$ cat src/rtl/mw_wb_stage.sv
// mw_wb_stage -- write-back (W) pipeline stage.
//
// Captures the M-stage instruction on each rising edge. It then produces the
// register-file write address, write data, write enable and tracing PC from
// the captured values. The write data is combinational from the W registers,
// so it is also used as the W-stage forwarding value.
//
// Optional feature macro: MW_LOAD_EXT_EN
//   defined   : sub-word loads (LB/LBU/LH/LHU) are extracted and extended,
//               and misaligned loads are flagged and their write is suppressed.
//   undefined : m_load_type and m_byte_off are ignored, a MEM source passes
//               the raw word, and w_misalign is tied low.
//
// Ports
//   clk, rst        clock; synchronous active-high reset
//   stall, flush    hold W contents / load a bubble (flush has priority)
//   m_valid         M-stage instruction is real
//   m_pc            M-stage instruction address
//   m_rd            M-stage destination register
//   m_reg_we        M-stage instruction writes the register file
//   m_wb_sel        write-data source: 00 ALU, 01 MEM, 10 link, 11 reserved
//   m_alu_res       ALU result
//   m_mem_rdata     raw aligned data-memory word
//   m_load_type     0 LW, 1 LB, 2 LBU, 3 LH, 4 LHU (others as LW)
//   m_byte_off      load address bits [1:0]
//   w_a3, w_wd      register-file write address / write data
//   w_pc            W-stage instruction address
//   w_grf_we        register-file write enable
//   w_valid         W stage holds a real instruction
//   w_misalign      W-stage load is misaligned
module mw_wb_stage #(
    parameter logic [31:0] RESET_PC = 32'h0000_3000
) (
    input  logic        clk,
    input  logic        rst,
    input  logic        stall,
    input  logic        flush,
    input  logic        m_valid,
    input  logic [31:0] m_pc,
    input  logic [4:0]  m_rd,
    input  logic        m_reg_we,
    input  logic [1:0]  m_wb_sel,
    input  logic [31:0] m_alu_res,
    input  logic [31:0] m_mem_rdata,
    input  logic [2:0]  m_load_type,
    input  logic [1:0]  m_byte_off,
    output logic [4:0]  w_a3,
    output logic [31:0] w_wd,
    output logic [31:0] w_pc,
    output logic        w_grf_we,
    output logic        w_valid,
    output logic        w_misalign
);

    localparam logic [1:0] SEL_ALU  = 2'b00;
    localparam logic [1:0] SEL_MEM  = 2'b01;
    localparam logic [1:0] SEL_LINK = 2'b10;

    logic        r_valid;
    logic [31:0] r_pc;
    logic [4:0]  r_rd;
    logic        r_reg_we;
    logic [1:0]  r_wb_sel;
    logic [31:0] r_alu_res;
    logic [31:0] r_mem_rdata;
    logic [31:0] w_mem_data;

    // A bubble is loaded on reset, on flush, and when M carries no instruction.
    always_ff @(posedge clk) begin
        if (rst || flush || (!stall && !m_valid)) begin
            r_valid     <= 1'b0;
            r_pc        <= RESET_PC;
            r_rd        <= 5'd0;
            r_reg_we    <= 1'b0;
            r_wb_sel    <= SEL_ALU;
            r_alu_res   <= 32'd0;
            r_mem_rdata <= 32'd0;
        end else if (!stall) begin
            r_valid     <= 1'b1;
            r_pc        <= m_pc;
            r_rd        <= m_rd;
            r_reg_we    <= m_reg_we;
            r_wb_sel    <= m_wb_sel;
            r_alu_res   <= m_alu_res;
            r_mem_rdata <= m_mem_rdata;
        end
    end

`ifdef MW_LOAD_EXT_EN
    logic [2:0] r_load_type;
    logic [1:0] r_byte_off;
    logic [7:0]  w_byte;
    logic [15:0] w_half;

    always_ff @(posedge clk) begin
        if (rst || flush || (!stall && !m_valid)) begin
            r_load_type <= 3'd0;
            r_byte_off  <= 2'd0;
        end else if (!stall) begin
            r_load_type <= m_load_type;
            r_byte_off  <= m_byte_off;
        end
    end

    always_comb begin
        w_byte = 8'd0;
        case (r_byte_off)
            2'd0:    w_byte = r_mem_rdata[7:0];
            2'd1:    w_byte = r_mem_rdata[15:8];
            2'd2:    w_byte = r_mem_rdata[23:16];
            default: w_byte = r_mem_rdata[31:24];
        endcase
        w_half = r_byte_off[1] ? r_mem_rdata[31:16] : r_mem_rdata[15:0];

        w_mem_data = r_mem_rdata;
        case (r_load_type)
            3'd1:    w_mem_data = {{24{w_byte[7]}}, w_byte};
            3'd2:    w_mem_data = {24'd0, w_byte};
            3'd3:    w_mem_data = {{16{w_half[15]}}, w_half};
            3'd4:    w_mem_data = {16'd0, w_half};
            default: w_mem_data = r_mem_rdata;
        endcase
    end

    // Halfword loads need bit 0 clear; LW (and unknown codes) need word alignment.
    always_comb begin
        w_misalign = 1'b0;
        if (r_valid && (r_wb_sel == SEL_MEM)) begin
            case (r_load_type)
                3'd1, 3'd2: w_misalign = 1'b0;
                3'd3, 3'd4: w_misalign = r_byte_off[0];
                default:    w_misalign = (r_byte_off != 2'd0);
            endcase
        end
    end
`else
    // Inputs consumed here only so lint sees them as intentionally unused.
    logic w_unused_load_cfg;
    assign w_unused_load_cfg = ^{m_load_type, m_byte_off};
    assign w_mem_data = r_mem_rdata;
    assign w_misalign = 1'b0;
`endif

    always_comb begin
        w_wd = 32'd0;
        case (r_wb_sel)
            SEL_ALU:  w_wd = r_alu_res;
            SEL_MEM:  w_wd = w_mem_data;
            SEL_LINK: w_wd = r_pc + 32'd8;
            default:  w_wd = 32'd0;
        endcase
    end

    assign w_a3     = r_rd;
    assign w_pc     = r_pc;
    assign w_valid  = r_valid;
    assign w_grf_we = r_valid & r_reg_we & (r_rd != 5'd0) & ~w_misalign
                      & (r_wb_sel != 2'b11);

endmodule

$ cat config.mk
export PLATFORM = sky130hd
export DESIGN_NAME = mw_wb_stage
export DESIGN_NICKNAME = d
export VERILOG_FILES = /design/src/rtl/mw_wb_stage.sv
export SDC_FILE = /design/constraint.sdc
export NUM_CORES = 1
export LEC_CHECK = 0
export BUFFER_PORTS_ARGS = -buffer_cell sky130_fd_sc_hd__buf_2
export CAP_MARGIN = 15
export CORE_UTILIZATION = 50
export CTS_BUF_LIST = sky130_fd_sc_hd__clkbuf_8 sky130_fd_sc_hd__clkbuf_16
export CTS_CLUSTER_SIZE = 14
export DETAILED_ROUTE_END_ITERATION = 16
export PLACE_DENSITY = 0.83
export SYNTH_ARGS = -nofsm -noshare
export SYNTH_HDL_FRONTEND = slang
export SYNTH_SLANG_ARGS = --single-unit
export TNS_END_PERCENT = 100
$ cat constraint.sdc
create_clock -name clk -period 1.77 [get_ports clk]
set_input_delay 0.0885 -clock clk [delete_from_list [all_inputs] [get_ports clk]]
set_output_delay 0.0885 -clock clk [all_outputs]
set_load 0.01 [all_outputs]
Word-level counts from Yosys, hierarchy flattened. Index checks and enable logic that the tools add are counted.

Add/subtract/negate cells: 1. Multipliers: 0. Divide/modulo/power cells: 0. Order comparisons: 0. Equal/unequal tests: 3. Shifts and indexed selects: 0. Mux-type cells: 1. Bitwise operators: 3. Reductions and logical operators: 7.

Operators by type and width (number): $pmux W32 S3 (1); $add A32 B4 Y32 const B (1); $reduce_bool A5 Y1 (1); $and A1 B1 Y1 (3); $eq A2 B1 Y1 const B (1); $eq A2 B2 Y1 const B (1); $logic_not A1 Y1 (2); $logic_not A2 Y1 (1); $logic_or A1 B1 Y1 (2); $ne A2 B2 Y1 const B (1); $logic_and A1 B1 Y1 (1).

Register bits: 105. Latch bits: 0. RAM bits: 0. Memory bits (read-only): 0. Output and inout bits: 72. Memories kept: 0.

Longest topological paths before layout. Gate-level depths: netlist of run 1.

Depth in word-level cells: 3. Depth in mapped cells: 6.

Worst setup path after synthesis of run 1. Ideal clock, no wire load.

Kind: register to output. Start: register r_pc[3], in the netlist w_pc[3]. End: output port w_wd[31]. Arrival time: 1697 ps. Data required time: 1681 ps. Path slack: -16 ps. Cell stages (with the launch flop): 7. Path buffers: 1. Cell sequence: dfxtp_1 > ha_1 > and3_1 > buf_2 > nand4_2 > or3_1 > o221ai_1.

Word-level cells in the longest chain between the ends: 2.

Ends and longest elaborated chain: start: declaration (RTL line 60) `logic [31:0] r_pc;`; start signal: assignment (RTL line 80) `r_pc <= m_pc;`; $add A32 B4 Y32 (RTL line 149) `SEL_LINK: w_wd = r_pc + 32'd8;`; $pmux W32 S3 (RTL line 146) `case (r_wb_sel)`; end: declaration (RTL line 48) `output logic [31:0] w_wd,`.

Every way passes these cells.

Worst setup path in the final report of run 1.
Start: register r_pc[8], in the netlist w_pc[8]. End: output port w_wd[13].

Same word-level chain as after synthesis.

==> results of run 1 <==
[where the power goes]
group | leakage (nW) | switching (mW) | internal [mW]
registers | 0.862 | 0.0472 | 2.43
logic | 2.81 | 0.377 | 0.472
clock network | 0.109 | 0.862 | 0.714
total | 3.78 | 1.29 | 3.61
[timing repair]
action / in CTS / in global routing
pin swaps: 27 / 18
hold buffers: 101 / 0
resized for setup: 61 / 30
endpoints found under the hold margin: 101 / 0
setup buffers: 15 / 16
endpoints found under the setup margin: 24 / 30
[stage by stage]
step | hold slack, ps | power (mW)
after floorplan | 232 | 2.87
after detailed placement | 325 | 3.15
after global placement | 317 | 3.13
final | 18.6 | 4.90
after CTS | 10.4 | 4.89
after global routing | 17.8 | 5.08
[layer usage]
| metal | GRT usage | vias up | routed length, um |
|---|---|---|---|
| met3 | 0.0820 | 60 | 1280 |
| li1 | - | 2576 | - |
| met4 | 0.170 | 0 | 687 |
| met2 | 0.578 | 266 | 8800 |
| met1 | 0.344 | 2578 | 6610 |
| met5 | 0 | - | 0 |
[cells by family (layout without fill, tap and decap cells)]
logic type      Yosys count  after routing  share of synthesized area
flops                   105            105                      0.414
buf+inv                  44            378                     0.0439
other cells               1              1                   0.000739
compound gates           47             47                     0.0671
fa+ha+maj                 1              1                    0.00247
mux                     134            134                      0.264
simple gates            192            192                      0.181
xor+xnor                 15             15                     0.0259
[path summary, 6_finish.rpt]
path,depth (start not counted),to
worst min register to register,2,w_valid
worst max register to register,4,r_wb_sel[1]
worst min-delay path,3,r_alu_res[26]
worst max-delay path,8,w_wd[13]
[cell usage in the layout, fill, tap and decap left out, types with 3 or more instances in the layout]
cell type	n
buf_2	177
mux2i_1	134
nor2_1	114
dlygate4sd3_1	101
dfxtp_1	83
buf_4	54
buf_6	24
dfxtp_2	20
o22ai_1	14
nand2_1	13
nand4_1	12
clkbuf_8	10
xor2_1	9
nand3_1	9
o211ai_1	9
and4_4	4
o21ai_0	4
nand3_4	4
buf_12	4
and3_1	3
nor4_4	3
nor3b_1	3
xnor2_2	3
a211o_1	3
[cell type report]
type | instances | area (um^2) | share of cell area
multi-input combinational | 390 | 2990 | 0.366
timing repair buffer | 360 | 2650 | 0.325
sequential | 105 | 2130 | 0.262
tap | 133 | 166 | 0.0204
clock buffer | 10 | 138 | 0.0169
clock inverter | 6 | 72.6 | 0.00889
inverter | 2 | 7.51 | 0.000920
[flip-flops by register name, indices dropped and copies added, names as in the netlist]
register	count
r_alu_res	32
r_mem_rdata	32
w_valid	1
w_pc	32
r_reg_we	1
w_a3	5
r_wb_sel	2
[tightest hold or removal path: cells and delay by family]
kind / cells / cell delay (ps)
and+or+nand+nor: 1 / 100
buffers and inverters: 1 / 80
muxes: 1 / 70
==> results.cfg, run 1 <==
[routing]
vias = 5480
wl_per_cell_um = 17.3
drc_errors = 0
viasPerCell = 5.45
drt_first_iter_violations = 211
wirelength_um = 17400
ant_nets = 0
drt_pass1_iterations = 5

[logic_synthesis]
synth_edf_count = 0
ys_seq_area_frac = 0.414
synth_common_cells = mux2i_1, nor2_1, dfxtp_1, buf_2, nand2_1
ys_ff_latch = 105
synthTopCellsByArea = dfxtp_1, mux2i_1, nor2_1
netlist_area_um2 = 5070
yosysTopAreaCellShare = 0.414
yosysMostFrequentCell = mux2i_1
yosysWarnings = 0
synth.distinct_cells = 45
yosys.area.top_type = dfxtp_1
async_flop_share = 0
syn_nets = 654
ys.flop_type = dfxtp_1
synthCells = 539
avgSynthCellArea_um2 = 9.41

[layout]
final_util = 0.831
stdcell_area_um2 = 8160
drive_above_1_share = 0.384
syn2layout_area_growth_pct = 60.8
final_cells = 1006
nets = 983
n_fill_cell = 554
num_antenna_cells = 0

[setup_path]
crit_fanout = 6
crit_buf_inv = 4
slowest_stage = dfxtp_4
crit_path_frequent_cell = buf_6
worstSetupEndpointType = output port
crit_type = reg2out
cp.required_ps = 1680
critPathLaunch = w_pc[8]
cp_cell_sequence = and4_1 -> buf_6 -> buf_4 -> buf_6 -> nand4_1 -> xor2_1 -> o22ai_1 -> buf_2
reg2reg_slack_ps = 580
crit_arrival_ps = 2030
cp-start-kind = register
reg2reg_from = r_wb_sel[1]
cp_top_family = buffers and inverters
critPathMaxStageDelay_ps = 390

[timing]
rsz0062_at_grt = true
slew_viol_final = 0
max_freq_mhz = 472
worst_slack_ps = -347
timing.final.hold_violations = 0
setup_violations = 25
fin_crit_ps = 2120
fin_skew_ps = 0
timing.setup.tns_ps = -5290
finalCritPeriodShare = 1.20

[floorplan]
start_util = 0.517
io_pins = 186
core_um2 = 9820
die_w_um = 103
fp.dieH_um = 103
dieArea_um2 = 10600
placementRows = 36

[worst_hold_path]
hp-class = in2reg
hp-start = m_alu_res[26]

[grt]
first_global_vias = 5541
grt_usage = 0.321
grt_pass1_wl_um = 26000
gr-total-overflow = 0
grt_max_degree = 59
antenna_found_initial = 0

[clock_network]
path_clk_slew_ps = 110
numCtsBuffers = 9
htree_levels = 3
clk_path_buf_depth = 2
clk_latency_ps = 370
cts_tree = yes
root_buffer = clkbuf_8
clock_sinks = 105

[power_and_ir_drop]
ir_worst_vdd_mv = 0.545
leakagePower_nw = 3.78
p_per_area_nw_per_um2 = 601

[placement]
dp_slack_ps = -37.9
dp_hpwl_um = 10600
dp.cells = 858
gp_congestion = 0.850
io_buffers = 179
dpl_cell_area_um2 = 6360

[outcome]
violations = setup timing
outcome = finished with violations

[run]
cap_violations = 0
Power figures use the tool's default switching activity.
==> inputs of run 2 (changes only) <==
Settings changed: CELL_PAD_IN_SITES_DETAIL_PLACEMENT from default to 1, CELL_PAD_IN_SITES_GLOBAL_PLACEMENT from default to 1, CORE_UTILIZATION 50 to 37, GPL_ROUTABILITY_DRIVEN from default to 0.
==> run 2 against run 1 <==
Clock power rose by 40%. Design area rose by 3.5%. Cell count rose by 4.5%. Sequential power barely moved. Worst hold slack got worse by 26 ps. Critical endpoint is now w_wd[30]. Wire length rose by 32%. Die area rose by 34%. The flow finishes with violations (hold timing, setup timing). Utilization fell by 20 points. Sequential cell count did not move. Setup slack got worse by 140 ps. Highest routed layer unchanged. Sequential share of layout area fell by 0.85 points. Critical path depth fell by 3.
==> results.cfg, run 2 (synthesized netlist as in run 1, its figures left out) <==
[grt]
grt_max_degree = 49
gr-total-overflow = 0
grt_usage = 0.300
antenna_found_initial = 0
grt_pass1_wl_um = 32700
first_global_vias = 6225

[layout]
final_cells = 1051
final_util = 0.635
drive_above_1_share = 0.419
multi_input_area_um2 = 3080
layout_common_cells = buf_2, mux2i_1, nor2_1
final_common_cell = buf_2
stdcell_area_um2 = 8440
ff_latch_area_um2 = 2140
syn2layout_area_growth_pct = 66.4
n_fill_cell = 1491
nets = 985
num_antenna_cells = 0

[setup_path]
crit_arrival_ps = 2170
crit_fanout = 5
reg2reg_slack_ps = 640
worstSetupEndpointType = output port
crit_type = reg2out
reg2reg_from = w_pc[24]
cp-start-kind = register
r2r_cells = 5
cp.required_ps = 1680
r2r-end = w_pc[24]

[placement]
dp_slack_ps = -85.6
dp_hpwl_um = 12700
dpl_cell_area_um2 = 6510
io_buffers = 179
dp.cells = 910

[routing]
drc_errors = 0
vias = 5713
wirelength_um = 23000
drt_pass1_iterations = 5
viasPerCell = 5.44
drt_first_iter_violations = 352
ant_nets = 0
wl_per_cell_um = 21.9

[power_and_ir_drop]
switchingPower_mw = 1.41
switching_share = 0.253
p_per_area_nw_per_um2 = 660
ir_worst_vdd_mv = 0.505
leakagePower_nw = 3.88
p_int_mw = 4.16
clkPwrFrac = 0.397
pwr-share-seq = 0.446
comb_power_share = 0.157

[timing]
rsz0062_at_grt = true
fin_crit_ps = 2260
slew_viol_final = 0
timing.final.hold_violations = 1
hold_ws_ps = -7.33
timing.setup.tns_ps = -6480
fin_skew_ps = 0
worst_slack_ps = -489
setup_violations = 25
max_freq_mhz = 443
finalCritPeriodShare = 1.28

[outcome]
violations = hold timing, setup timing
outcome = finished with violations

[floorplan]
placementRows = 42
io_pins = 186
core_um2 = 13300
die_w_um = 119
dieArea_um2 = 14200
fp.dieH_um = 119
start_util = 0.382

[worst_hold_path]
hp-start = m_alu_res[24]
whs_endpoint = r_alu_res[24]
hold_depth = 3
hp-class = in2reg

[clock_network]
path_clk_slew_ps = 70
numCtsBuffers = 9
cts_tree = yes
clock_sinks = 105
root_buffer = clkbuf_16
clk_latency_ps = 350
htree_levels = 3
clk_path_buf_depth = 2

[run]
cap_violations = 0
[run 2: what timing repair did]
| item | 4_1_cts | 5_1_grt |
|---|---|---|
| endpoints found under the setup margin | 24 | 28 |
| setup buffers | 23 | 19 |
| pin swaps | 32 | 34 |
| resized for setup | 76 | 40 |
| hold endpoints to repair | 82 | 1 |
| hold buffers | 82 | 1 |
[run 2: final cells by class]
| class | count | area share |
|---|---|---|
| Clock buffer | 10 | 0.0283 |
| Clock inverter | 6 | 0.00978 |
| Inverter | 2 | 0.000889 |
| Multi-Input combinational cell | 390 | 0.365 |
| Sequential cell | 105 | 0.253 |
| Tap cell | 176 | 0.0261 |
| Timing Repair Buffer | 362 | 0.317 |
[run 2: worst max-delay path by stage]
stage / start / depth (start not counted) / end / slack [ps]
floorplan: w_pc[3] / 6 / w_wd[29] / 9
global placement: w_pc[3] / 6 / w_wd[29] / -10
detailed placement: w_pc[3] / 6 / w_wd[29] / -90
CTS: w_pc[26] / 5 / w_wd[30] / -340
global route: w_pc[27] / 4 / w_wd[30] / -500
finish: r_wb_sel[0] / 5 / w_wd[30] / -490
[run 2: routing by layer]
metal | up-vias | global-route usage | part of all wire
li1 | 2579 | - | -
met1 | 2805 | 0.317 | 0.36
met2 | 257 | 0.568 | 0.55
met3 | 72 | 0.0627 | 0.051
met4 | 0 | 0.131 | 0.039
met5 | - | 0 | 0
[run 2: per-stage QoR]
stage | total power [mW] | hold WS (ps)
2_1_floorplan | 2.87 | 232
3_3_place_gp | 3.15 | 316
3_5_place_dp | 3.18 | 328
4_1_cts | 5.51 | 0.320
5_1_grt | 5.76 | 7.55
6_report | 5.57 | -7.33
[run 2: critical path, cell delays in order, from the launching register on]
cell and delay [ps]:
dfxtp_2 380, nand2b_1 290, nor2_1 270, or4b_4 520, o211ai_1 170, buf_2 190
[run 2: power groups by stage]
stage,clock network [mW],logic (mW),registers [mW]
final,2.21,0.876,2.48
after global routing,2.34,0.929,2.49
after CTS,2.22,0.819,2.48
after detailed placement,0,0.653,2.53
after global placement,0,0.626,2.52
after floorplan,0,0.333,2.54
